`src/rtl/sram_pingpong_ctrl.sv`:
```
// sram_pingpong_ctrl: two-bank ping-pong tile buffer controller over one SRAM, with tile replay.
// Optional macro SRAM_PP_PERF_EN adds saturating write/read stall counters.
module sram_pingpong_ctrl #(
    parameter int WIDTH     = 32,
    parameter int TILE_ROWS = 16,
    parameter int AW        = $clog2(2 * TILE_ROWS)
) (
    input  logic             clock,
    input  logic             reset,
    input  logic             wr_valid,
    output logic             wr_ready,
    input  logic [WIDTH-1:0] wr_data,
    output logic             rd_valid,
    input  logic             rd_ready,
    output logic [WIDTH-1:0] rd_data,
    output logic             rd_last,
    input  logic             rd_release,
    output logic             sram_we,
    output logic [AW-1:0]    sram_waddr,
    output logic [WIDTH-1:0] sram_wdata,
    output logic             sram_re,
    output logic [AW-1:0]    sram_raddr,
`ifdef SRAM_PP_PERF_EN
    output logic [31:0]      perf_wr_stall,
    output logic [31:0]      perf_rd_stall,
`endif
    input  logic [WIDTH-1:0] sram_rdata
);
    localparam int RW = AW - 1;
    localparam logic [RW-1:0] ROW_MAX = RW'(TILE_ROWS - 1);

    typedef enum logic [1:0] {IDLE, STREAM, HOLD_LAST} state_t;

    state_t           state_q, state_d;
    logic             wr_bank_q, wr_bank_d, rd_bank_q, rd_bank_d;
    logic [RW-1:0]    wr_row_q, wr_row_d, rd_row_q, rd_row_d;
    logic [1:0]       full_q, full_d;
    logic             rd_valid_q, rd_valid_d, rd_last_q, rd_last_d;
    logic [WIDTH-1:0] rd_data_q, rd_data_d;
    logic             wr_fire, wr_tile_done, fetch, last_hs, release_bank;

    assign wr_ready     = !full_q[wr_bank_q];
    assign wr_fire      = wr_valid & wr_ready;
    assign wr_tile_done = wr_fire & (wr_row_q == ROW_MAX);
    assign fetch        = (state_q == STREAM) & (!rd_valid_q | rd_ready);
    assign last_hs      = (state_q == HOLD_LAST) & rd_valid_q & rd_ready;
    assign release_bank = last_hs & rd_release;

    assign sram_we    = wr_fire;
    assign sram_waddr = {wr_bank_q, wr_row_q};
    assign sram_wdata = wr_data;
    assign sram_re    = fetch;
    assign sram_raddr = {rd_bank_q, rd_row_q};
    assign rd_valid   = rd_valid_q;
    assign rd_last    = rd_last_q;
    assign rd_data    = rd_data_q;

    // Next state: row counters wrap naturally at the power-of-two tile size
    always_comb begin
        wr_row_d   = wr_fire ? wr_row_q + RW'(1) : wr_row_q;
        wr_bank_d  = wr_bank_q ^ wr_tile_done;
        rd_row_d   = fetch ? rd_row_q + RW'(1) : rd_row_q;
        rd_bank_d  = rd_bank_q ^ release_bank;
        full_d     = full_q;
        if (wr_tile_done) full_d[wr_bank_q] = 1'b1;
        if (release_bank) full_d[rd_bank_q] = 1'b0;
        rd_valid_d = fetch | (rd_valid_q & !rd_ready);
        rd_last_d  = fetch ? (rd_row_q == ROW_MAX) : rd_last_q;
        rd_data_d  = fetch ? sram_rdata : rd_data_q;
        state_d    = state_q;
        unique case (state_q)
            IDLE:      state_d = full_q[rd_bank_q] ? STREAM : IDLE;
            STREAM:    state_d = (fetch && rd_row_q == ROW_MAX) ? HOLD_LAST : STREAM;
            HOLD_LAST: state_d = last_hs ? (rd_release ? IDLE : STREAM) : HOLD_LAST;
            default:   state_d = IDLE;
        endcase
    end

    // State registers, all cleared by the asynchronous reset
    always_ff @(posedge clock or negedge reset) begin
        if (!reset) begin
            state_q    <= IDLE;
            wr_bank_q  <= 1'b0;
            rd_bank_q  <= 1'b0;
            wr_row_q   <= '0;
            rd_row_q   <= '0;
            full_q     <= 2'b00;
            rd_valid_q <= 1'b0;
            rd_last_q  <= 1'b0;
            rd_data_q  <= '0;
        end else begin
            state_q    <= state_d;
            wr_bank_q  <= wr_bank_d;
            rd_bank_q  <= rd_bank_d;
            wr_row_q   <= wr_row_d;
            rd_row_q   <= rd_row_d;
            full_q     <= full_d;
            rd_valid_q <= rd_valid_d;
            rd_last_q  <= rd_last_d;
            rd_data_q  <= rd_data_d;
        end
    end

`ifdef SRAM_PP_PERF_EN
    logic [31:0] perf_wr_q, perf_wr_d, perf_rd_q, perf_rd_d;

    assign perf_wr_stall = perf_wr_q;
    assign perf_rd_stall = perf_rd_q;

    // Saturating stall counters: hold at all-ones instead of wrapping
    always_comb begin
        perf_wr_d = perf_wr_q + {31'd0, wr_valid & !wr_ready & ~&perf_wr_q};
        perf_rd_d = perf_rd_q + {31'd0, rd_valid_q & !rd_ready & ~&perf_rd_q};
    end

    // Counter registers
    always_ff @(posedge clock or negedge reset) begin
        if (!reset) begin
            perf_wr_q <= '0;
            perf_rd_q <= '0;
        end else begin
            perf_wr_q <= perf_wr_d;
            perf_rd_q <= perf_rd_d;
        end
    end
`endif
endmodule

```
`config.mk`:
```
export PLATFORM = sky130hd
export DESIGN_NAME = sram_pingpong_ctrl
export DESIGN_NICKNAME = d
export VERILOG_FILES = /design/src/rtl/sram_pingpong_ctrl.sv
export SDC_FILE = /design/constraint.sdc
export NUM_CORES = 1
export LEC_CHECK = 0
export ABC_AREA = 1
export BUFFER_PORTS_ARGS = -buffer_cell sky130_fd_sc_hd__buf_2
export CORE_MARGIN = 2
export CORE_UTILIZATION = 42
export DETAILED_ROUTE_END_ITERATION = 10
export PLACE_DENSITY = 0.89
export SYNTH_ARGS = -nofsm -noshare
export SYNTH_HDL_FRONTEND = slang
export SYNTH_SLANG_ARGS = --single-unit
```
`constraint.sdc`:
```
create_clock -name clock -period 1.4 [get_ports clock]
set_clock_uncertainty 0.2 [all_clocks]
set_input_delay 0.07 -clock clock [delete_from_list [all_inputs] [get_ports clock]]
set_output_delay 0.07 -clock clock [all_outputs]
set_load 0.05 [all_outputs]
```
==> flow_summary.ini, run 1 <==
[synthesis]
synth_seq_cells = 48
avgSynthCellArea_um2 = 8.88
synth_largest_area_cell = dfrtp_1
synth_cells = 257
synth_seq_area_share_pct = 52.6
synth_top_area_share_pct = 52.6
yosysUniqueCellTypes = 24
synth_nets = 328
ys_warn_count = 0
syn-cell-area_um2 = 2280
ys_top_cells_by_area = dfrtp_1 53%, nand2_1 20%, buf_4 12%

[sta]
worst_pin_slew_ps = 549
setup_viol = 32
fmax_mhz = 667
finalCritPeriodShare_pct = 107
setup_ws_ps = -98.2
rsz0062_at_grt = true
period_minus_slack_ps = 1500
final-hold-violation-count = 2
holdWs_ps = -91.9
max-slew-margin-rel_pct = 63.3
final_max_slew_viol_count = 0

[clock_network]
cts_tree = done
cts_num_sinks = 48
insertion_delay_ps = 290
hold_buffers = 68
clk_path_buf_depth = 2
clk_pin_slew_ps = 80
cts_buffers = 5
htreeDepth = 2
root_buffer = clkbuf_8

[critical_path]
worst-path-max-fanout = 3
rr_worst_depth = 8
end_kind = output pin
cp.arrival_ps = 1230
cp.required_ps = 1130
crit_path_cell_trace = inv_2, nand2_2, nand3_4, clkinvlp_4, buf_8
timing.rr.end = rd_data[27]
critPathMaxStageDelay_ps = 430
crit_type = reg2out
reg2reg_slack_ps = -70
slowest_stage = dfrtp_1
crit_path_start_kind = register
r2r_start = state_q[0]

[placement]
placed_cells = 375
io_buffers = 83
dp_hpwl_um = 3330
placed_area_um2 = 2570
place_ws_ps = 28.8
gp_congestion = 0.752

[grt]
grt_util_all_layers_pct = 20.1
antenna_found_initial = 0
grt_first_pass_wirelength_um = 9520
grt_pass1_vias = 2132
grt_max_degree = 49
grt.overflow.total = 0

[pwr]
ir_drop_mv = 1.39
powerDensity_nw_per_um2 = 2070
cellLeakagePower_nw = 2.00

[drt]
dr.pass1.iters = 4
drtIter0Drc = 87
drc = 0
dr_total_vias = 2180
via_per_inst = 4.68
wl_per_cell_um = 14.3
wl_um = 6670
ant_nets = 0

[outcome]
violations = hold timing, setup timing
status = finished, violations left

[worst_hold_path]
whs_endpoint = rd_valid
worstHoldPathCells = 4
hold_path_class = in2reg
min_from = rd_ready

[die]
start_util_pct = 44.1
pin_count = 148
core-area_um2 = 5170
die_y_um = 77.7
dieArea_um2 = 6040
num_rows = 26
die_x_um = 77.7

[final_layout]
design_area_um2 = 3790
area_growth_pct = 65.8
antenna_cells = 0
layout.cells.non_filler = 466
drive_above_1_share_pct = 45.2
post-route-util_pct = 73.2
nets = 466

[run]
drv_cap = 0
## layout make-up
type,instances,area [um2]
timing repair buffer,172,1410
fill,337,1390
sequential,48,1210
multi-input combinational,156,928
clock buffer,8,90.1
tap,70,87.6
inverter,12,56.3
## cells by family after synthesis
group,count (synthesis),synth area share [%]
adders and majority gates,2,1.10
buffers and inverters,53,16.0
DFF,48,52.6
AOI/OAI and AO/OA,7,1.81
xor gates and xnor gates,7,3.01
and+or+nand+nor,140,25.5
## layout by cell type, fill, tap and decap left out, drive strengths merged
cell | synthesis | final
xor2 | 4 | 4
nand4 | 2 | 2
dlygate4sd3 | 0 | 67
ha | 2 | 2
inv | 12 | 11
nand3 | 6 | 6
o21ai | 4 | 4
a21oi | 2 | 2
o211ai | 1 | 1
clkbuf | 0 | 12
nand2 | 124 | 124
buf | 41 | 101
clkinvlp | 0 | 1
nor2 | 8 | 8
dfrtp | 48 | 48
xnor2 | 3 | 3
## per-stage QoR
step	power (mW)	hold WS, ps	setup TNS, ps
global placement	5.92	-125	0
CTS	7.26	91.8	-735
global route	8.23	-54.6	-2920
finish	7.84	-91.9	-1030
floorplan	5.33	-426	-54.9
detailed placement	5.99	-120	0
## synth_stat cells
| cell | number |
|---|---|
| nand3_1 | 4 |
| buf_2 | 2 |
| ha_1 | 2 |
| nand2_4 | 1 |
| dfrtp_1 | 48 |
| nor2_8 | 1 |
| a21oi_1 | 2 |
| o21ai_2 | 1 |
| nor2_1 | 5 |
| nand3_2 | 2 |
| buf_4 | 35 |
| xor2_1 | 3 |
| xnor2_1 | 3 |
| inv_1 | 10 |
| nand2_1 | 123 |
| nand4_1 | 2 |
| o211ai_1 | 1 |
| buf_6 | 4 |
| xor2_2 | 1 |
| nor2_4 | 1 |
| nor2_2 | 1 |
| o21ai_0 | 3 |
| inv_2 | 1 |
| inv_4 | 1 |
## power breakdown
group / internal, mW / total (mW) / switching, mW / leakage, nW
registers: 1.94 / 2.31 / 0.373 / 0.573
logic: 1.36 / 4.69 / 3.33 / 1.38
clock network: 0.403 / 0.840 / 0.437 / 0.0455
total: 3.70 / 7.84 / 4.14 / 2.00
## registers in the layout (all words and copies together), names as in the netlist
register   count
rd_data       32
rd_row_q       4
rd_bank_q      1
wr_bank_q      1
full_q         2
rd_last        1
rd_valid       1
wr_row_q       4
state_q        2
## how the worst max path moves through the flow
stage,startpoint,end,slack [ps],cells after the start
after global routing,wr_bank_q,sram_we,-160,5
after CTS,wr_bank_q,sram_we,-70,5
final,wr_bank_q,sram_we,-100,5
after detailed placement,wr_bank_q,sram_we,30,5
after global placement,wr_bank_q,sram_we,60,5
after floorplan,wr_row_q[2],full_q[0],-20,4
## per-layer routing
layer  vias to the layer above  share of wire [%]  global-route usage [%]
met5                         -                  0                       0
met4                         0                2.0                    7.86
met3                        16                6.1                    4.07
met2                       105                 55                    37.2
met1                      1039                 37                    22.4
li1                       1020                  -                       -
## critical path, delay by kind of cell (launching register included)
family	cells	cell delay, ps
buffers and inverters	3	370
DFF	1	430
and+or+nand+nor	2	130
## timing repair
| item | CTS | global route |
|---|---|---|
| gates resized for setup | 14 | 71 |
| endpoints found under the hold margin | 119 | 1 |
| endpoints found under the setup margin | 3 | 42 |
| cloned | 0 | 3 |
| setup buffers | 6 | 8 |
| pin swaps | 1 | 12 |
No activity file was read; power rests on OpenSTA's default activity.
==> run 2, diff against run 1 <==
Settings changed: CORE_UTILIZATION 42 to 38, PLACE_DENSITY 0.89 to 0.85, SKIP_LAST_GASP set to 1.
Clock period 1.4 ns to 1.3 ns, I/O delays scaled along.
==> run 2 against run 1 <==
  * The run still ends with hold timing, setup timing left
  * First-iteration DRC count shrank 8.0%
  * Register-to-register slack lost 40 ps
  * Power grew 15%
  * Setup slack lost 72 ps
  * Non-clock buffer count grew 6
  * Critical path depth shrank 1
  * Hold slack gained 7.9 ps
  * Largest cell class unchanged
  * Sequential cell count is the same
  * Sequential power grew 11%
  * Combinational power grew 14%
  * Clock power grew 26%
  * Core utilization shrank 5.2 points
==> flow_summary.ini, run 2 (synthesized netlist as in run 1, its figures left out) <==
[outcome]
status = finished, violations left
violations = hold timing, setup timing

[sta]
rsz0062_at_grt = true
max-slew-margin-rel_pct = 64.6
period_minus_slack_ps = 1470
setup_viol = 49
worst_pin_slew_ps = 529
final_max_slew_viol_count = 0
fin_setup_tns_ps = -4120
finalCritPeriodShare_pct = 113
holdWs_ps = -84.0
setup_ws_ps = -170
final-hold-violation-count = 1
fmax_mhz = 680

[critical_path]
worst-path-max-fanout = 4
crit_path_cell_trace = nand2_1, nand3_4, clkinvlp_4, buf_8
r2r_start = state_q[0]
reg2reg_slack_ps = -110
cp.depth = 4
critPathMaxStageDelay_ps = 410
crit_buf_inv = 2
crit_path_start_kind = register
rr_worst_depth = 8
path_delay_family = flip-flops
slowest_stage = dfrtp_1
crit_type = reg2out
end_kind = output pin
cp.required_ps = 1030
cp.arrival_ps = 1200
timing.rr.end = rd_data[11]

[final_layout]
fillers = 411
layout.cells.non_filler = 477
nets = 472
largest_reg_flops = 32
layout_commonest_cell = buf_2
layout_common_cells = 77 x buf_2, 67 x dlygate4sd3_1, 57 x nand2_1, 51 x nand2_2, 39 x dfrtp_1
drive_above_1_share_pct = 52.2
area_growth_pct = 74.2
antenna_cells = 0
post-route-util_pct = 68.0

[die]
core-area_um2 = 5850
pin_count = 148
num_rows = 28
die_y_um = 81.5
start_util_pct = 39.0
dieArea_um2 = 6650
die_x_um = 81.5

[clock_network]
clk_pin_slew_ps = 90
hold_buffers = 67
htreeDepth = 2
cts_tree = done
cts_num_sinks = 48
cts_buffers = 5
root_buffer = clkbuf_8
insertion_delay_ps = 290
clk_path_buf_depth = 2

[drt]
via_per_inst = 4.64
wl_um = 6980
ant_nets = 0
wl_per_cell_um = 14.6
dr.pass1.iters = 4
drtIter0Drc = 80
drc = 0
dr_total_vias = 2211

[pwr]
powerDensity_nw_per_um2 = 2260
cellLeakagePower_nw = 2.06
clkPwrFrac_pct = 11.8
pwr-share-seq_pct = 28.5
comb_power_share_pct = 59.7
ir_drop_mv = 1.69
total_power_mw = 8.99
internal-power_mw = 4.32
switching_share_pct = 52.0
power_switching_mw = 4.67

[grt]
grt_pass1_vias = 2104
grt_first_pass_wirelength_um = 9750
grt_util_all_layers_pct = 19.4
grt.overflow.total = 0
grt_max_degree = 49
antenna_found_initial = 0

[worst_hold_path]
whs_endpoint = rd_valid
min_from = rd_ready
worstHoldPathCells = 4
hold_path_class = in2reg

[placement]
gp_congestion = 0.747
placed_cells = 386
io_buffers = 83
dp_hpwl_um = 3360

[run]
drv_cap = 0
==> run 2: cell count changes in the layout (fill, tap and decap cells not counted), sizes merged <==
cell / change
buf: +9
bufinv: +1
clkbuf: -4
==> run 2: routing by layer <==
layer | track usage [%] | vias up | share of wire (%)
li1 | - | 1039 | -
met3 | 4.73 | 13 | 8.0
met1 | 23.8 | 1035 | 40
met2 | 33.8 | 124 | 51
met4 | 5.42 | 0 | 1.7
met5 | 0 | - | 0
==> run 2: area by class of cell <==
cell class,instances,area (um2),share of cell area [%]
flip-flops and latches,48,1210,30.5
repair buffers,178,1500,37.7
inverters,12,56.3,1.42
well taps,75,93.8,2.36
clock buffers,7,76.3,1.92
multi-input cells,156,1010,25.4
clock inverters,1,30.0,0.755
==> run 2: worst max path at each step <==
stage,start,end,slack [ps]
after floorplan,wr_bank_q,wr_bank_q,-130
after global placement,state_q[1],rd_row_q[3],-7
after detailed placement,state_q[1],rd_row_q[3],-40
after CTS,wr_bank_q,sram_we,-160
after global routing,wr_bank_q,sram_we,-230
final,wr_bank_q,sram_we,-170
==> run 2: per-stage QoR <==
stage               cell area [um2]  setup slack [ps]
detailed placement             2650             -44.2
global route                   3980              -233
finish                         3980              -170
CTS                            3730              -158
global placement               2650             -6.51
floorplan                      2340              -127
==> run 2: repair_timing <==
action | CTS | global route
pin swaps | 11 | 20
hold endpoints to repair | 118 | 1
setup endpoints to repair | 38 | 53
resized for setup | 55 | 62
gates cloned | 3 | 1
setup buffers | 11 | 4
==> run 2: power by group through the flow <==
stage          Sequential, mW  Combinational [mW]  Clock [mW]
6_report                 2.56                5.36        1.06
3_5_place_dp             2.48                4.02           0
5_1_grt                  2.62                5.63        1.16
2_1_floorplan            4.47                1.31           0
4_1_cts                  2.50                4.91        1.09
3_3_place_gp             2.49                3.95           0
==> run 2: worst reg2reg max path, cell delays in order, from the launching register on <==
cell and delay [ps]:
dfrtp_1 400, inv_2 100, nor2_4 50, nand2_4 130, inv_8 50, buf_8 140
buf_8 140, nand2_4 60, nand2_2 50
==> run 3, diff against run 2 <==
Settings changed: CELL_PAD_IN_SITES_DETAIL_PLACEMENT set to 1, CELL_PAD_IN_SITES_GLOBAL_PLACEMENT set to 2, CORE_UTILIZATION 38 to 20.
==> run 3 against run 2 <==
  * Power grew 0.49%
  * Design area grew 1.7%
  * Setup slack lost 16 ps
  * The run still ends with hold timing, setup timing left
  * Sequential share of layout area shrank 0.48 points
  * Critical path type is now reg2reg
  * First-iteration DRC count shrank 20%
  * Register-to-register slack lost 80 ps
  * Global-route usage shrank 7.7 points
  * Sequential power is essentially flat
  * Hold slack gained 28 ps
  * Combinational power shrank 3.9%
  * Largest cell class unchanged
  * Clock power grew 24%
==> flow_summary.ini, run 3 (synthesized netlist as in run 1, its figures left out) <==
[final_layout]
fillers = 1259
antenna_cells = 0
design_area_um2 = 4050
layout_common_cells = 90 x nand2_1, 76 x buf_2, 67 x dlygate4sd3_1, 38 x dfrtp_1, 26 x nand2_2
nets = 476
largest_reg_flops = 32
drive_above_1_share_pct = 46.1
area_growth_pct = 77.2
layout_commonest_cell = nand2_1

[critical_path]
worst-path-max-fanout = 6
crit_type = reg2reg
crit_path_start_kind = register
cp.required_ps = 1310
end_kind = register
cp.arrival_ps = 1490

[die]
die_y_um = 111
start_util_pct = 20.3
core-area_um2 = 11300
pin_count = 148
dieArea_um2 = 12300
num_rows = 39
die_x_um = 111

[outcome]
violations = hold timing, setup timing
status = finished, violations left

[pwr]
cellLeakagePower_nw = 2.06
ir_drop_mv = 1.26
powerDensity_nw_per_um2 = 2230

[grt]
grt.overflow.total = 0
grt_pass1_vias = 2383
grt_first_pass_wirelength_um = 11700
grt_max_degree = 49
grt_util_all_layers_pct = 11.7
antenna_found_initial = 0

[run]
drv_cap = 0

[sta]
final-hold-violation-count = 1
max-slew-margin-rel_pct = 65.0
period_minus_slack_ps = 1490
finalCritPeriodShare_pct = 114
setup_viol = 49
worst_pin_slew_ps = 523
fmax_mhz = 673
setup_ws_ps = -186
rsz0062_at_grt = true
final_max_slew_viol_count = 0
holdWs_ps = -56.3

[clock_network]
clk_pin_slew_ps = 70
insertion_delay_ps = 280
htreeDepth = 2
cts_num_sinks = 48
hold_buffers = 67
root_buffer = clkbuf_16
cts_buffers = 5
cts_tree = done
clk_path_buf_depth = 2

[drt]
dr.pass1.iters = 4
wl_per_cell_um = 13.5
drc = 0
ant_nets = 0
wl_um = 7410
dr_total_vias = 2167
drtIter0Drc = 64
via_per_inst = 3.95

[placement]
dp_hpwl_um = 4380
io_buffers = 83
placed_area_um2 = 2760
gp_congestion = 0.745
place_ws_ps = -69.2

[worst_hold_path]
hold_path_class = in2reg
-- run 3: per-stage QoR --
stage,setup TNS (ps),power [mW],util [%],instances
3_3_place_gp,-43.0,6.57,24.5,456
6_report,-4350,9.04,35.9,549
3_5_place_dp,-952,6.65,24.5,456
2_1_floorplan,-2630,5.79,-,257
5_1_grt,-6840,9.57,35.9,549
4_1_cts,-2870,8.77,34.1,546
-- run 3: routing by layer --
metal / GRT usage [%] / up-vias / share of wire, %
met5: 0 / - / 0
met3: 3.34 / 6 / 5.0
met4: 1.58 / 0 / 0.94
li1: - / 1043 / -
met2: 21.9 / 88 / 54
met1: 13.4 / 1030 / 40
-- run 3: cell type report --
| class | instances | area (um2) | area share, % |
|---|---|---|---|
| Timing Repair Buffer | 182 | 1540 | 38.2 |
| Sequential cell | 48 | 1210 | 30.0 |
| Multi-Input combinational cell | 156 | 898 | 22.2 |
| Tap cell | 143 | 179 | 4.42 |
| Clock buffer | 6 | 139 | 3.43 |
| Inverter | 12 | 56.3 | 1.39 |
| Clock inverter | 2 | 15.0 | 0.371 |
-- run 3: where the power goes --
part / internal (mW) / switching, mW / total (mW)
Combinational: 1.58 / 3.56 / 5.15
Clock: 0.765 / 0.549 / 1.31
Sequential: 2.09 / 0.481 / 2.57
Total: 4.44 / 4.59 / 9.04
-- run 3: path summary, 6_finish.rpt --
kind	start	end	slack, ps	depth (start not counted)
worst min-delay path	rd_ready	rd_valid	-60	4
worst max register to register	state_q[0]	rd_row_q[2]	-190	7
max in group asynchronous	reset	wr_row_q[3]	550	3
worst min register to register	rd_data[19]	rd_data[19]	270	2
worst max-delay path	state_q[0]	rd_row_q[2]	-190	7
min in group asynchronous	reset	rd_bank_q	100	3
-- run 3: critical path, cell delays in order (launching register included) --
cell and delay, ps:
dfrtp_1 380, inv_2 70, nor2_4 140, nand2_4 90, buf_8 150, buf_12 140
nor2_8 100, xor2_2 130
-- run 3: repair_timing --
action                                 CTS  global route
setup buffers                           15             2
cloned                                   2             2
endpoints found under the hold margin  118             1
pin swaps                                6            11
gates resized for setup                 34            47
setup endpoints to repair               40            53
